$ cat src/rtl/spi_fifo_pkg.sv
// Shared types for the SPI FIFO bridge: byte width and the TX/RX handshake state encodings.
package spi_fifo_pkg;
  localparam int BYTE_W = 8;

  typedef enum logic [1:0] {
    TX_IDLE  = 2'd0,
    TX_LOAD  = 2'd1,
    TX_GUARD = 2'd2
  } tx_state_t;

  typedef enum logic [1:0] {
    RX_IDLE  = 2'd0,
    RX_ACK   = 2'd1,
    RX_GUARD = 2'd2
  } rx_state_t;
endpackage

$ cat src/rtl/spi_byte_fifo.sv
// Circular byte FIFO with first-word-fall-through output and registered full/empty/count.
module spi_byte_fifo
  import spi_fifo_pkg::*;
#(
  parameter  int DEPTH = 16,
  localparam int CW    = $clog2(DEPTH) + 1
) (
  input  logic              sysclk,
  input  logic              nreset,
  input  logic              push,
  input  logic              pop,
  input  logic              flush,
  input  logic [BYTE_W-1:0] din,
  output logic [BYTE_W-1:0] dout,
  output logic              full,
  output logic              empty,
  output logic [CW-1:0]     count
);
  localparam int AW = CW - 1;

  logic [BYTE_W-1:0] mem [DEPTH];
  logic [AW-1:0]     wr_ptr;
  logic [AW-1:0]     rd_ptr;
  logic              do_push;
  logic              do_pop;
  logic [CW-1:0]     count_nxt;

  assign do_push = push && !full;
  assign do_pop  = pop && !empty;

  always_comb begin
    count_nxt = count;
    if (flush)
      count_nxt = '0;
    else if (do_push && !do_pop)
      count_nxt = count + 1'b1;
    else if (do_pop && !do_push)
      count_nxt = count - 1'b1;
  end

  always_ff @(posedge sysclk or negedge nreset) begin
    if (!nreset) begin
      wr_ptr <= '0;
      rd_ptr <= '0;
      count  <= '0;
      full   <= 1'b0;
      empty  <= 1'b1;
    end else begin
      if (flush) begin
        wr_ptr <= '0;
        rd_ptr <= '0;
      end else begin
        if (do_push) wr_ptr <= wr_ptr + 1'b1;
        if (do_pop)  rd_ptr <= rd_ptr + 1'b1;
      end
      count <= count_nxt;
      full  <= (count_nxt == CW'(DEPTH));
      empty <= (count_nxt == '0);
    end
  end

  // Storage carries data only, so it is left out of reset.
  always_ff @(posedge sysclk) begin
    if (do_push && !flush) mem[wr_ptr] <= din;
  end

  assign dout = mem[rd_ptr];
endmodule

$ cat src/rtl/spi_fifo_bridge.sv
// TX/RX byte FIFOs between the host registers and the spi_master single-byte handshake.
module spi_fifo_bridge
  import spi_fifo_pkg::*;
#(
  parameter  int DEPTH = 16,
  localparam int CW    = $clog2(DEPTH) + 1
) (
  input  logic              sysclk,
  input  logic              nreset,
  input  logic [BYTE_W-1:0] host_wdata,
  input  logic              host_we,
  input  logic              host_re,
  output logic [BYTE_W-1:0] host_rdata,
  input  logic              flush,
  input  logic              clear_flags,
  output logic              tx_full,
  output logic              tx_empty,
  output logic              rx_full,
  output logic              rx_empty,
  output logic [CW-1:0]     tx_count,
  output logic [CW-1:0]     rx_count,
  output logic              tx_ovf,
  output logic              rx_udf,
  output logic [BYTE_W-1:0] tx_data_reg,
  output logic              tx_reg_we,
  input  logic              tx_reg_empty,
  input  logic [BYTE_W-1:0] rx_data_reg,
  input  logic              rx_data_ready,
  output logic              rx_reg_re
);
  logic              tx_pop;
  logic              rx_push;
  logic [BYTE_W-1:0] tx_dout;
  logic [BYTE_W-1:0] rx_dout;
  logic [BYTE_W-1:0] rdata_last;
  tx_state_t         tx_state, tx_state_nxt;
  rx_state_t         rx_state, rx_state_nxt;

  spi_byte_fifo #(.DEPTH(DEPTH)) u_tx_fifo (
    .sysclk(sysclk), .nreset(nreset), .push(host_we), .pop(tx_pop), .flush(flush),
    .din(host_wdata), .dout(tx_dout), .full(tx_full), .empty(tx_empty), .count(tx_count)
  );

  spi_byte_fifo #(.DEPTH(DEPTH)) u_rx_fifo (
    .sysclk(sysclk), .nreset(nreset), .push(rx_push), .pop(host_re), .flush(flush),
    .din(rx_data_reg), .dout(rx_dout), .full(rx_full), .empty(rx_empty), .count(rx_count)
  );

  // A flush wins over a handshake transfer, so the byte is neither lost nor sent.
  always_comb begin
    tx_state_nxt = tx_state;
    tx_pop       = 1'b0;
    unique case (tx_state)
      TX_IDLE: begin
        if (tx_reg_empty && !tx_empty && !flush) begin
          tx_state_nxt = TX_LOAD;
          tx_pop       = 1'b1;
        end
      end
      TX_LOAD:  tx_state_nxt = TX_GUARD;
      TX_GUARD: tx_state_nxt = TX_IDLE;
      default:  tx_state_nxt = TX_IDLE;
    endcase
  end

  always_comb begin
    rx_state_nxt = rx_state;
    rx_push      = 1'b0;
    unique case (rx_state)
      RX_IDLE: begin
        if (rx_data_ready && !rx_full && !flush) begin
          rx_state_nxt = RX_ACK;
          rx_push      = 1'b1;
        end
      end
      RX_ACK:   rx_state_nxt = RX_GUARD;
      RX_GUARD: rx_state_nxt = RX_IDLE;
      default:  rx_state_nxt = RX_IDLE;
    endcase
  end

  always_ff @(posedge sysclk or negedge nreset) begin
    if (!nreset) begin
      tx_state    <= TX_IDLE;
      rx_state    <= RX_IDLE;
      tx_reg_we   <= 1'b0;
      rx_reg_re   <= 1'b0;
      tx_data_reg <= '0;
      tx_ovf      <= 1'b0;
      rx_udf      <= 1'b0;
      rdata_last  <= '0;
    end else begin
      tx_state  <= tx_state_nxt;
      rx_state  <= rx_state_nxt;
      tx_reg_we <= tx_pop;
      rx_reg_re <= rx_push;
      if (tx_pop) tx_data_reg <= tx_dout;
      if (clear_flags)             tx_ovf <= 1'b0;
      else if (host_we && tx_full) tx_ovf <= 1'b1;
      if (clear_flags)              rx_udf <= 1'b0;
      else if (host_re && rx_empty) rx_udf <= 1'b1;
      if (!rx_empty) rdata_last <= rx_dout;
    end
  end

  // Once the RX FIFO runs dry the last head seen by the host stays on the bus.
  assign host_rdata = rx_empty ? rdata_last : rx_dout;
endmodule

$ cat config.mk
export PLATFORM = sky130hd
export DESIGN_NAME = spi_fifo_bridge
export DESIGN_NICKNAME = d
export VERILOG_FILES = /design/src/rtl/spi_fifo_pkg.sv /design/src/rtl/spi_byte_fifo.sv /design/src/rtl/spi_fifo_bridge.sv
export SDC_FILE = /design/constraint.sdc
export NUM_CORES = 1
export LEC_CHECK = 0
export ABC_AREA = 1
export CAP_MARGIN = 10
export CORE_MARGIN = 1.5
export CORE_UTILIZATION = 49
export CTS_CLUSTER_SIZE = 10
export DETAILED_ROUTE_END_ITERATION = 8
export PLACE_DENSITY = 0.67
export SLEW_MARGIN = 20
export SYNTH_ARGS = -nofsm -noshare
export SYNTH_HDL_FRONTEND = slang
export SYNTH_SLANG_ARGS = --single-unit
$ cat constraint.sdc
create_clock -name sysclk -period 5 [get_ports sysclk]
set_input_delay 1 -clock sysclk [delete_from_list [all_inputs] [get_ports sysclk]]
set_output_delay 1 -clock sysclk [all_outputs]
set_load 0.05 [all_outputs]
======== Yosys cells after proc, flatten, opt, wreduce, memory -nomap -nowiden ========
Memories as Yosys holds them, arrays and structs flattened. A register that Yosys moved wholly into a read port is not among the register bits.
Index checks and enable logic that the tools add are counted.
operators by class
  div/mod/pow operators ................... 0
  eq/ne operators ......................... 6
  $mul .................................... 0
  bitwise gates (word level) .............. 0
  shift operators ......................... 0
  $add $sub $neg .......................... 8
  reductions and logical operators ........ 36
  muxes and demuxes ....................... 31
  magnitude comparators ................... 0
operators by type and width
  kind                 number
  $mux 4               8
  $mux 5               6
  $add 4x1->4 const B  4
  $logic_and 1x1->1    16
  $mux 1               12
  $reduce_bool 2->1    6
  $add 5x1->5 const B  2
  $eq 5x5->1 const B   2
  $logic_not 1->1      10
  $logic_not 5->1      2
  $sub 5x1->5 const B  2
  $mux 8               1
  $pmux 2 s2           2
  $eq 2x1->1 const B   2
  $logic_not 2->1      2
  $mux 2               2
  $ne 2x2->1 const B   2
storage, ports and cells
  input bits .............................. 24
  memories kept ........................... 2
  register bits ........................... 46
  output and inout bits ................... 34
  bits in latches ......................... 0
  bits in read-only memories .............. 0
  word-level logic and storage cells ...... 100
  bits in writable memories ............... 256
memories
  name           words  bits a word  read ports  clocked after memory_dff  wr ports  line                 source
  u_rx_fifo.mem  16     8            1           0                         1         spi_byte_fifo.sv:21  logic [BYTE_W-1:0] mem [DEPTH];
  u_tx_fifo.mem  16     8            1           1                         1         spi_byte_fifo.sv:21

======== Longest topological paths before layout ========
Gate-level depths: netlist of the first run.
  word-level depth ........................ 12
  depth in mapped cells ................... 11
  mapped depth without buffers ............ 10

======== Modules after synthesis ========
Synthesis of the first run repeated with hierarchy kept, for this count alone.
unflattened totals
  cell total of the unflattened synthesis .. 1047
  area total of the unflattened synthesis .. 12887.4 um^2
modules (own cells, without submodules)
  module                      seq. area each (um^2)  area each (um^2)  instances  cells each
  spi_byte_fifo at u_rx_fifo  4220.3                 6009.5            1          487
  spi_byte_fifo at u_tx_fifo  4220.3                 5967.0            1          484
  spi_fifo_bridge             600.6                  910.9             1          76

======== Least setup slack after synthesis of the first run ========
OpenSTA, ideal clock, no wires.
  kind .................................... register to output
  start point ............................. register u_rx_fifo.rd_ptr[0]
  end point ............................... output host_rdata[6]
  required time ........................... 4000 ps
  slack ................................... 2457 ps
  data arrival time ....................... 1543 ps
  stages on the path, launching flop included .. 12
  path buffers ............................ 2
  path through ............................ dfrtp_1 inv_2 buf_4 buf_2 nand2_1 nand3_1 nand2_1 a21oi_1 o31ai_1 nand2_1 nand2_1 nand2_1
on the way
  word-level cells in the longest chain between the ends .. 2
RTL lines
  what                    line                   source
  from (decl)             spi_byte_fifo.sv:23    logic [AW-1:0] rd_ptr;
  from (signal assigned)  spi_byte_fifo.sv:54    if (do_pop) rd_ptr <= rd_ptr + 1'b1;
  $mem_v2 16x8            -
  $mux 8                  -
  to (decl)               spi_fifo_bridge.sv:13  output logic [BYTE_W-1:0] host_rdata,
Every way passes these cells.

======== Worst setup path after layout of the first run ========
  start point ............................. register u_rx_fifo.rd_ptr[2]
  end point ............................... output host_rdata[7]
Same word-level chain as after synthesis.

==> results of run 1 <==
-- through the flow --
stage / cell area (sq um) / setup WS (ns)
CTS: 14800 / 0.397
detailed placement: 13800 / 0.960
floorplan: 13100 / 2.46
global route: 14800 / 0.192
global placement: 13800 / 0.966
finish: 14800 / 0.372
-- worst reg2reg max path, delay by kind of cell (launching register included) --
| family | cells | cell delay [ns] |
|---|---|---|
| buffers and inverters | 1 | 0.51 |
| AOI/OAI and AO/OA | 2 | 0.44 |
| DFF | 1 | 1.06 |
| and+or+nand+nor | 4 | 0.44 |
-- placed cells by master (no fill, tap or decap), types with 2 or more instances in the layout --
cell type	synthesis	layout
sky130_fd_sc_hd__clkdlybuf4s50_1	0	56
sky130_fd_sc_hd__nor2_1	208	208
sky130_fd_sc_hd__nand2_2	2	2
sky130_fd_sc_hd__ha_1	14	14
sky130_fd_sc_hd__nor2_4	3	3
sky130_fd_sc_hd__inv_1	35	35
sky130_fd_sc_hd__clkbuf_16	0	37
sky130_fd_sc_hd__inv_2	5	5
sky130_fd_sc_hd__o21ai_1	17	17
sky130_fd_sc_hd__dfstp_2	2	2
sky130_fd_sc_hd__dfrtp_1	52	50
sky130_fd_sc_hd__o211ai_1	48	48
sky130_fd_sc_hd__nor2_8	3	3
sky130_fd_sc_hd__edfxtp_1	256	256
sky130_fd_sc_hd__nor2_2	2	2
sky130_fd_sc_hd__inv_6	1	4
sky130_fd_sc_hd__dfrtp_2	0	2
sky130_fd_sc_hd__o31ai_1	8	8
sky130_fd_sc_hd__nand3_4	2	2
sky130_fd_sc_hd__nor3_2	2	2
sky130_fd_sc_hd__a21oi_1	29	29
sky130_fd_sc_hd__nand4_1	6	6
sky130_fd_sc_hd__nor3_1	5	5
sky130_fd_sc_hd__xnor2_1	2	2
sky130_fd_sc_hd__clkinv_1	3	3
sky130_fd_sc_hd__nand2_4	4	4
sky130_fd_sc_hd__buf_4	9	10
sky130_fd_sc_hd__o21ai_0	100	100
sky130_fd_sc_hd__clkbuf_1	10	16
sky130_fd_sc_hd__nand2_1	180	180
sky130_fd_sc_hd__nor4_1	2	2
sky130_fd_sc_hd__nand3_2	7	7
sky130_fd_sc_hd__nand3_1	63	63
-- report_power, final --
group          switching, mW  total (mW)  internal, mW
Sequential             0.111        3.05          2.94
Clock                  0.963        2.32          1.36
Combinational           1.11        1.59         0.484
-- logic make-up after synthesis --
kind of cell	count (synthesis)	share of synthesized area
AOI/OAI and AO/OA	206	0.0903
and+or+nand+nor	492	0.165
DFF	310	0.689
adders and majority gates	14	0.0133
xor gates and xnor gates	3	0.00200
buffers and inverters	102	0.0407
-- routing by layer --
metal  routed length [um]  share of wire  GRT usage  vias up
met5                    0              0          0        -
met2                14000           0.48      0.359      308
met4                  999          0.034     0.0877        0
met1                12300           0.42      0.278     4105
met3                 1750          0.060     0.0345       61
li1                     -              -          -     4050
-- cell usage after synthesis (all sizes together) --
cell and count:
nor2 216, ha 14, inv 42, nand2 186
nor3 7, nand3b 1, a22o 1, a211oi 1
or2 1, dfrtp 52, nor4 2, clkbuf 11
nand4 7, edfxtp 256, buf 46, o31ai 8
xor2 1, clkinv 3, o21ai 118, xnor2 2
a21oi 30, o211ai 48, nand3 72, dfstp 2
-- worst max path at each step --
| stage | from | end | slack [ns] | cells after the start |
|---|---|---|---|---|
| after floorplan | u_rx_fifo.rd_ptr[0] | host_rdata[6] | 2.46 | 11 |
| after detailed placement | u_rx_fifo.rd_ptr[2] | host_rdata[7] | 0.96 | 7 |
| after CTS | u_rx_fifo.rd_ptr[2] | host_rdata[7] | 0.40 | 7 |
| after global placement | u_rx_fifo.rd_ptr[2] | host_rdata[7] | 0.97 | 7 |
| final | u_rx_fifo.rd_ptr[2] | host_rdata[7] | 0.37 | 7 |
| after global routing | u_rx_fifo.rd_ptr[2] | host_rdata[0] | 0.19 | 7 |
-- cell type report --
type,instances,area [sq um],share of cell area
multi-input cells,715,3550,0.239
well taps,335,419,0.0282
clock inverters,3,26.3,0.00177
repair buffers,67,641,0.0432
clock buffers,53,986,0.0664
inverters,45,176,0.0119
flip-flops and latches,310,9040,0.609
==> results.sh, run 1 <==
export IMPL_rows=59
export IMPL_critical_path_top_delay_family="buffers and inverters"
export IMPL_globalRouteTotalUtil=0.214
export IMPL_worst_hold_startpoint="rdata_last[5]"
export IMPL_route_antenna_remaining_nets=0
export IMPL_postSynthCellCount=1127
export IMPL_tritoncts="done"
export IMPL_core_area_sq_um=26200
export IMPL_max_cap_violations=0
export IMPL_whs_path_depth=2
export IMPL_gr_overflow_total=0
export IMPL_worstReg2RegStart="u_tx_fifo.rd_ptr[1]"
export IMPL_finalSetupTns_ns=0
export IMPL_path_cells="clkinv_1, o211ai_1, nand3_1, nand2_1, nand2_1, nand2_1, clkdlybuf4s50_1"
export IMPL_grt_max_degree=67
export IMPL_synth_seq_cells=310
export IMPL_fillers=2132
export IMPL_hold_buffers=0
export IMPL_routedWlPerCell_um=19.0
export IMPL_timing_rr_end="tx_data_reg[6]"
export IMPL_antenna_found_initial=0
export IMPL_chipWidth_um=167
export IMPL_crit_required_ns=4.00
export IMPL_post_drt_via_cell_ratio=5.58
export IMPL_clock_sinks=310
export IMPL_synth_area_leader_cell="sky130_fd_sc_hd__edfxtp_1"
export IMPL_htree_num_levels=2
export IMPL_gp_routability_congestion=0.843
export IMPL_syn_avg_cell_area_sq_um=11.6
export IMPL_path_clk_slew_ns=0.05
export IMPL_failing_checks="DRC"
export IMPL_die_height_um=167
export IMPL_final_net_count=1214
export IMPL_dr_total_vias=8524
export IMPL_grt_pass1_vias=8338
export IMPL_critical_path_n_buffers_inverters=2
export IMPL_worst_slew_margin_rel=0.270
export IMPL_clock_buffers_created_by_tritoncts=37
export IMPL_cts_setup_buffers=0
export IMPL_detail_route_wirelength_um=29000
export IMPL_worst_hold_path_type="reg2reg"
export IMPL_rr_worst_depth=7
export IMPL_post_synth_top_area_fraction=0.586
export IMPL_cp_slowest_stage_delay_ns=0.81
export IMPL_status="finished with violations"
export IMPL_fin_cells=1528
export IMPL_final_max_slew_viol_count=0
export IMPL_die_area_sq_um=27800
export IMPL_timing_critical_path_to_type="output port"
export IMPL_grt_first_pass_wirelength_um=46000
export IMPL_worstMarginPinSlew_ns=1.09
export IMPL_timing_final_setup_violations=0
export IMPL_final_util=0.566
export IMPL_post_route_cells_drive_above_1_share=0.0763
export IMPL_cts_resized=0
export IMPL_initial_util=0.501
export IMPL_peakVddDrop_mv=0.379
export IMPL_numPortBuffers=57
export IMPL_synth_seq_area_share=0.689
export IMPL_cp_max_fo=26
export IMPL_final_min_clock_period_ns=4.63
export IMPL_cts_root_to_sink_buffers=3
export IMPL_startpoint_type="flip-flop"
export IMPL_worst_path_most_repeated_cell="sky130_fd_sc_hd__nand2_1"
export IMPL_worst_setup_path_type="reg2out"
export IMPL_reg_largest_list="u_rx_fifo.mem x128, u_tx_fifo.mem x128"
export IMPL_reg2reg_setup_slack_ns=2.47
export IMPL_design_power_total_mw=6.97
export IMPL_cts_root_buffer="sky130_fd_sc_hd__clkbuf_16"
export IMPL_critPathArrivalTime_ns=3.63
export IMPL_detail_route_drc_violations=4
export IMPL_critical_path_slowest_cell="sky130_fd_sc_hd__clkdlybuf4s50_1"
export IMPL_netlist_area_sq_um=13100
export IMPL_period_share=0.926
export IMPL_synthDistinctLibCells=42
export IMPL_dr_first_iter_drc_count=929
export IMPL_timing_hold_violations_final=0
export IMPL_achievable_frequency_mhz=216
export IMPL_dpl_hpwl_um=17600
export IMPL_worst_clock_skew_ns=0.0219
export IMPL_synth_top_cells_by_area="sky130_fd_sc_hd__edfxtp_1, sky130_fd_sc_hd__dfrtp_1, sky130_fd_sc_hd__nor2_1, sky130_fd_sc_hd__nand2_1, sky130_fd_sc_hd__o21ai_0"
export IMPL_clk_latency_ns=0.51
export IMPL_worst_hold_slack_ns=0.477
export IMPL_static_leakage_power_nw=5.42
export IMPL_place_detailed_instances=1472
export IMPL_syn_nets=1165
export IMPL_ys_warnings_count=0
export IMPL_hold_path_endpoint="rdata_last[5]"
export IMPL_design_portCount=58
export IMPL_tritonroute_pass_1_iters=8
export IMPL_num_antenna_cells=0
export IMPL_power_density_cell_area_nw_per_um2=470
export IMPL_areaGrowthSynthToFinish_pct=13.1
export IMPL_rsz0062_at_grt="false"
(Power assumes the default switching activity.)
==> inputs of run 2 (changes only) <==
--- a/config.mk
+++ b/config.mk
@@ -7,7 +7,7 @@
 export LEC_CHECK = 0
 export ABC_AREA = 1
 export CAP_MARGIN = 10
-export CORE_MARGIN = 1.5
+export CORE_MARGIN = 5
 export CORE_UTILIZATION = 49
 export CTS_CLUSTER_SIZE = 10
 export DETAILED_ROUTE_END_ITERATION = 8
==> run 2 against run 1 <==
Compared with the run above:
- the flow now finishes without violations
- die area rose by 8.6%
- hold slack about the same
- clock skew grew 0.0028 ns
- sequential share of layout area decreased by 0.41 points
- flip-flop and latch count unchanged
- critical endpoint is now host_rdata[3]
==> results.sh, run 2 (synthesized netlist as in run 1, its figures left out) <==
export IMPL_grt_pass1_vias=8494
export IMPL_path_clk_slew_ns=0.06
export IMPL_clock_buffers_created_by_tritoncts=37
export IMPL_clk_latency_ns=0.52
export IMPL_rsz0062_at_grt="false"
export IMPL_whs_path_depth=2
export IMPL_route_antenna_remaining_nets=0
export IMPL_p_seq_frac=0.430
export IMPL_static_leakage_power_nw=5.46
export IMPL_final_net_count=1215
export IMPL_worst_clock_skew_ns=0.0247
export IMPL_tritonroute_pass_1_iters=5
export IMPL_timing_critical_path_to_type="output port"
export IMPL_crit_required_ns=4.00
export IMPL_initial_util=0.493
export IMPL_detail_route_wirelength_um=30200
export IMPL_worstMarginPinSlew_ns=0.890
export IMPL_status="finished clean"
export IMPL_final_max_slew_viol_count=0
export IMPL_clock_sinks=310
export IMPL_post_drt_via_cell_ratio=5.49
export IMPL_hold_buffers=0
export IMPL_cts_setup_buffers=0
export IMPL_grt_first_pass_wirelength_um=47400
export IMPL_cts_resized=0
export IMPL_reg2reg_setup_slack_ns=2.61
export IMPL_worst_hold_startpoint="tx_data_reg[0]"
export IMPL_dr_first_iter_drc_count=863
export IMPL_grt_max_degree=68
export IMPL_fillers=2177
export IMPL_achievable_frequency_mhz=226
export IMPL_internal_power_mw=4.87
export IMPL_die_height_um=174
export IMPL_p_sw_frac=0.314
export IMPL_reg_largest_list="u_rx_fifo.mem x128, u_tx_fifo.mem x128"
export IMPL_comb_power_share=0.226
export IMPL_timing_hold_violations_final=0
export IMPL_max_cap_violations=0
export IMPL_power_density_cell_area_nw_per_um2=475
export IMPL_clock_power_share=0.344
export IMPL_numPortBuffers=57
export IMPL_worst_hold_path_type="reg2reg"
export IMPL_hold_path_endpoint="tx_data_reg[0]"
export IMPL_core_area_sq_um=26700
export IMPL_globalRouteTotalUtil=0.199
export IMPL_areaGrowthSynthToFinish_pct=13.9
export IMPL_htree_num_levels=2
export IMPL_die_area_sq_um=30200
export IMPL_post_route_cells_drive_above_1_share=0.0779
export IMPL_gp_routability_congestion=0.791
export IMPL_switching_power_mw=2.23
export IMPL_num_antenna_cells=0
export IMPL_cp_max_fo=26
export IMPL_worstReg2RegStart="u_tx_fifo.rd_ptr[2]"
export IMPL_final_min_clock_period_ns=4.42
export IMPL_chipWidth_um=174
export IMPL_peakVddDrop_mv=0.366
export IMPL_worst_hold_slack_ns=0.476
export IMPL_timing_rr_end="tx_data_reg[7]"
export IMPL_multiInputGateArea_sq_um=3550
export IMPL_rr_worst_depth=6
export IMPL_cts_root_to_sink_buffers=3
export IMPL_worst_setup_path_type="reg2out"
export IMPL_critPathArrivalTime_ns=3.42
export IMPL_layout_cells_most_common_list="sky130_fd_sc_hd__edfxtp_1, sky130_fd_sc_hd__nor2_1, sky130_fd_sc_hd__nand2_1"
export IMPL_layout_cells_most_common="sky130_fd_sc_hd__edfxtp_1"
export IMPL_dr_total_vias=8491
export IMPL_rows=60
export IMPL_antenna_found_initial=0
export IMPL_tritoncts="done"
export IMPL_finalSetupTns_ns=0
export IMPL_timing_final_setup_violations=0
export IMPL_gr_overflow_total=0
export IMPL_startpoint_type="flip-flop"
export IMPL_cts_root_buffer="sky130_fd_sc_hd__clkbuf_16"
export IMPL_design_portCount=58
export IMPL_period_share=0.883
export IMPL_detail_route_drc_violations=0
export IMPL_worst_slew_margin_rel=0.404
export IMPL_dpl_hpwl_um=18700
export IMPL_routedWlPerCell_um=19.6
export IMPL_seq_area_sq_um=9040
## run 2: final cells by class
type | instances | share of cell area
tap | 341 | 0.0285
sequential | 310 | 0.605
inverter | 45 | 0.0119
clock inverter | 5 | 0.00502
clock buffer | 63 | 0.0685
timing repair buffer | 68 | 0.0434
multi-input combinational | 715 | 0.238
## run 2: routing by layer
layer	global-route usage	wire, um	up-vias
met2	0.340	15000	280
met4	0.0614	822	0
li1	-	-	4063
met1	0.263	12700	4089
met3	0.0327	1720	59
met5	0	0	-
## run 2: power groups by stage
stage                     sequential, mW  clock [mW]  combinational [mW]
after floorplan                     3.30           0               0.931
after global placement              3.10           0                1.60
after detailed placement            3.10           0                1.61
after CTS                           3.06        2.48                1.62
after global routing                3.07        2.59                1.74
final                               3.05        2.44                1.61
## run 2: how the worst max path moves through the flow
stage                              startpoint             to  slack, ns  depth (start not counted)
final                     u_rx_fifo.rd_ptr[2]  host_rdata[3]       0.58                          7
after global routing      u_rx_fifo.rd_ptr[2]  host_rdata[3]       0.41                          7
after CTS                 u_rx_fifo.rd_ptr[2]  host_rdata[3]       0.63                          7
after detailed placement  u_rx_fifo.rd_ptr[2]  host_rdata[3]       1.19                          7
after global placement    u_rx_fifo.rd_ptr[2]  host_rdata[3]       1.13                          6
after floorplan           u_rx_fifo.rd_ptr[0]  host_rdata[6]       2.46                         11
## run 2: through the flow
stage          area [sq um]  worst slack [ns]  power, mW  cells  utilization
6_report              14900             0.583       7.10   1547        0.561
5_1_grt               14900             0.412       7.40   1547        0.561
4_1_cts               14900             0.631       7.16   1547        0.561
3_5_place_dp          13800              1.19       4.71   1479        0.520
3_3_place_gp          13800              1.13       4.70   1479        0.520
2_1_floorplan         13100              2.46       4.23   1127            -
## run 2: worst max-delay path, stage by stage (launching register included)
cell,delay (ns)
sky130_fd_sc_hd__dfrtp_1,0.55
sky130_fd_sc_hd__clkinv_1,0.69
sky130_fd_sc_hd__a21oi_1,0.40
sky130_fd_sc_hd__o31ai_1,0.16
sky130_fd_sc_hd__nand2_1,0.13
sky130_fd_sc_hd__nand2_1,0.06
sky130_fd_sc_hd__nand2_1,0.08
sky130_fd_sc_hd__clkdlybuf4s50_1,0.80
==> inputs of run 3 (changes only) <==
--- a/config.mk
+++ b/config.mk
@@ -7,6 +7,7 @@
 export LEC_CHECK = 0
 export ABC_AREA = 1
 export CAP_MARGIN = 10
+export CORE_ASPECT_RATIO = 1.4
 export CORE_MARGIN = 5
 export CORE_UTILIZATION = 49
 export CTS_CLUSTER_SIZE = 10
==> run 3 against run 2 <==
Compared with the run above:
- via count grew 0.69%
- non-clock buffer count grew 1
- critical path depth is the same
- sequential share of layout area grew 0.17 points
- first-iteration DRC count shrank 2.9%
- total power shrank 0.47%
- maximum frequency grew 1.1%
- core utilization shrank 0.15 points
- flip-flop and latch count is the same
- sequential power is essentially flat
- critical endpoint unchanged
==> results.sh, run 3 (synthesized netlist as in run 1, its figures left out) <==
export IMPL_chipWidth_um=148
export IMPL_static_leakage_power_nw=5.45
export IMPL_numPortBuffers=57
export IMPL_grt_pass1_vias=8534
export IMPL_path_clk_slew_ns=0.06
export IMPL_detail_route_drc_violations=0
export IMPL_timing_final_setup_violations=0
export IMPL_rows=71
export IMPL_clk_latency_ns=0.51
export IMPL_achievable_frequency_mhz=229
export IMPL_post_route_cells_drive_above_1_share=0.0788
export IMPL_clock_sinks=310
export IMPL_worst_setup_path_type="reg2out"
export IMPL_peakVddDrop_mv=0.312
export IMPL_hold_buffers=0
export IMPL_timing_rr_end="rdata_last[3]"
export IMPL_tritoncts="done"
export IMPL_cp_max_fo=26
export IMPL_period_share=0.874
export IMPL_crit_required_ns=4.00
export IMPL_fin_cells=1533
export IMPL_routedWlPerCell_um=19.8
export IMPL_num_antenna_cells=0
export IMPL_timing_critical_path_to_type="output port"
export IMPL_post_drt_via_cell_ratio=5.58
export IMPL_final_min_clock_period_ns=4.37
export IMPL_route_antenna_remaining_nets=0
export IMPL_gr_overflow_total=0
export IMPL_clock_buffers_created_by_tritoncts=37
export IMPL_areaGrowthSynthToFinish_pct=13.6
export IMPL_place_area_sq_um=13800
export IMPL_worstMarginPinSlew_ns=0.922
export IMPL_htree_num_levels=2
export IMPL_cts_resized=0
export IMPL_max_cap_violations=0
export IMPL_place_detailed_instances=1467
export IMPL_layout_cells_most_common_list="sky130_fd_sc_hd__edfxtp_1, sky130_fd_sc_hd__nor2_1, sky130_fd_sc_hd__nand2_1"
export IMPL_fillers=2185
export IMPL_hold_path_endpoint="rdata_last[7]"
export IMPL_layout_cells_most_common="sky130_fd_sc_hd__edfxtp_1"
export IMPL_worstReg2RegStart="u_rx_fifo.rd_ptr[2]"
export IMPL_die_height_um=204
export IMPL_gp_routability_congestion=0.836
export IMPL_rsz0062_at_grt="false"
export IMPL_status="finished clean"
export IMPL_detail_route_wirelength_um=30300
export IMPL_worst_hold_startpoint="rdata_last[7]"
export IMPL_dr_total_vias=8550
export IMPL_design_portCount=58
export IMPL_whs_path_depth=2
export IMPL_cts_root_buffer="sky130_fd_sc_hd__clkbuf_16"
export IMPL_die_area_sq_um=30200
export IMPL_antenna_found_initial=0
export IMPL_startpoint_type="flip-flop"
export IMPL_reg_largest_list="u_rx_fifo.mem x128, u_tx_fifo.mem x128"
export IMPL_rr_worst_depth=5
export IMPL_cts_root_to_sink_buffers=3
export IMPL_dpl_hpwl_um=19000
export IMPL_initial_util=0.493
export IMPL_reg2reg_setup_slack_ns=2.79
export IMPL_worst_clock_skew_ns=0.0129
export IMPL_dr_first_iter_drc_count=838
export IMPL_grt_max_degree=68
export IMPL_critPathArrivalTime_ns=3.37
export IMPL_core_area_sq_um=26700
export IMPL_timing_hold_violations_final=0
export IMPL_final_net_count=1216
export IMPL_tritonroute_pass_1_iters=7
export IMPL_stdcell_area_sq_um=14900
export IMPL_cts_setup_buffers=0
export IMPL_grt_first_pass_wirelength_um=47300
export IMPL_worst_slew_margin_rel=0.383
export IMPL_power_density_cell_area_nw_per_um2=474
export IMPL_worst_hold_path_type="reg2reg"
export IMPL_globalRouteTotalUtil=0.200
export IMPL_finalSetupTns_ns=0
export IMPL_final_max_slew_viol_count=0
[run 3: worst max path at each step]
stage	from	to	slack (ns)
finish	u_rx_fifo.rd_ptr[2]	host_rdata[3]	0.63
global route	u_rx_fifo.rd_ptr[2]	host_rdata[0]	0.35
CTS	u_rx_fifo.rd_ptr[2]	host_rdata[3]	0.65
detailed placement	u_rx_fifo.rd_ptr[2]	host_rdata[3]	1.21
global placement	u_rx_fifo.rd_ptr[2]	host_rdata[3]	1.21
floorplan	u_rx_fifo.rd_ptr[0]	host_rdata[6]	2.46
[run 3: layout make-up]
class | count | area, sq um | area share
flip-flops and latches | 310 | 9040 | 0.607
multi-input cells | 715 | 3550 | 0.238
clock buffers | 62 | 1020 | 0.0684
repair buffers | 69 | 656 | 0.0440
well taps | 328 | 410 | 0.0275
inverters | 45 | 178 | 0.0119
clock inverters | 4 | 46.3 | 0.00311
[run 3: critical path: stages (launching register included)]
cell	delay, ns
sky130_fd_sc_hd__dfrtp_1	0.56
sky130_fd_sc_hd__clkinv_1	0.70
sky130_fd_sc_hd__a21oi_1	0.34
sky130_fd_sc_hd__o31ai_1	0.12
sky130_fd_sc_hd__nand2_1	0.10
sky130_fd_sc_hd__nand2_1	0.06
sky130_fd_sc_hd__nand2_1	0.15
sky130_fd_sc_hd__clkdlybuf4s50_1	0.83
[run 3: stage by stage]
| stage | util | worst slack, ns | total power [mW] | hold WS (ns) |
|---|---|---|---|---|
| after CTS | 0.559 | 0.655 | 7.12 | 0.475 |
| after global routing | 0.559 | 0.353 | 7.40 | 0.495 |
| after global placement | 0.519 | 1.21 | 4.71 | 0.465 |
| final | 0.559 | 0.631 | 7.07 | 0.471 |
| after detailed placement | 0.519 | 1.21 | 4.73 | 0.462 |
| after floorplan | - | 2.46 | 4.23 | 0.476 |
[run 3: power by group]
part           internal [mW]  total [mW]  switching [mW]
combinational          0.486        1.61            1.12
sequential              2.94        3.07           0.123
clock                   1.40        2.39           0.997
total                   4.83        7.07            2.24
[run 3: layer usage]
layer | vias to the layer above | global-route usage | part of all wire
met2 | 286 | 0.351 | 0.52
met3 | 76 | 0.0280 | 0.051
met5 | - | 0 | 0
met4 | 0 | 0.0848 | 0.041
li1 | 4052 | - | -
met1 | 4136 | 0.248 | 0.39
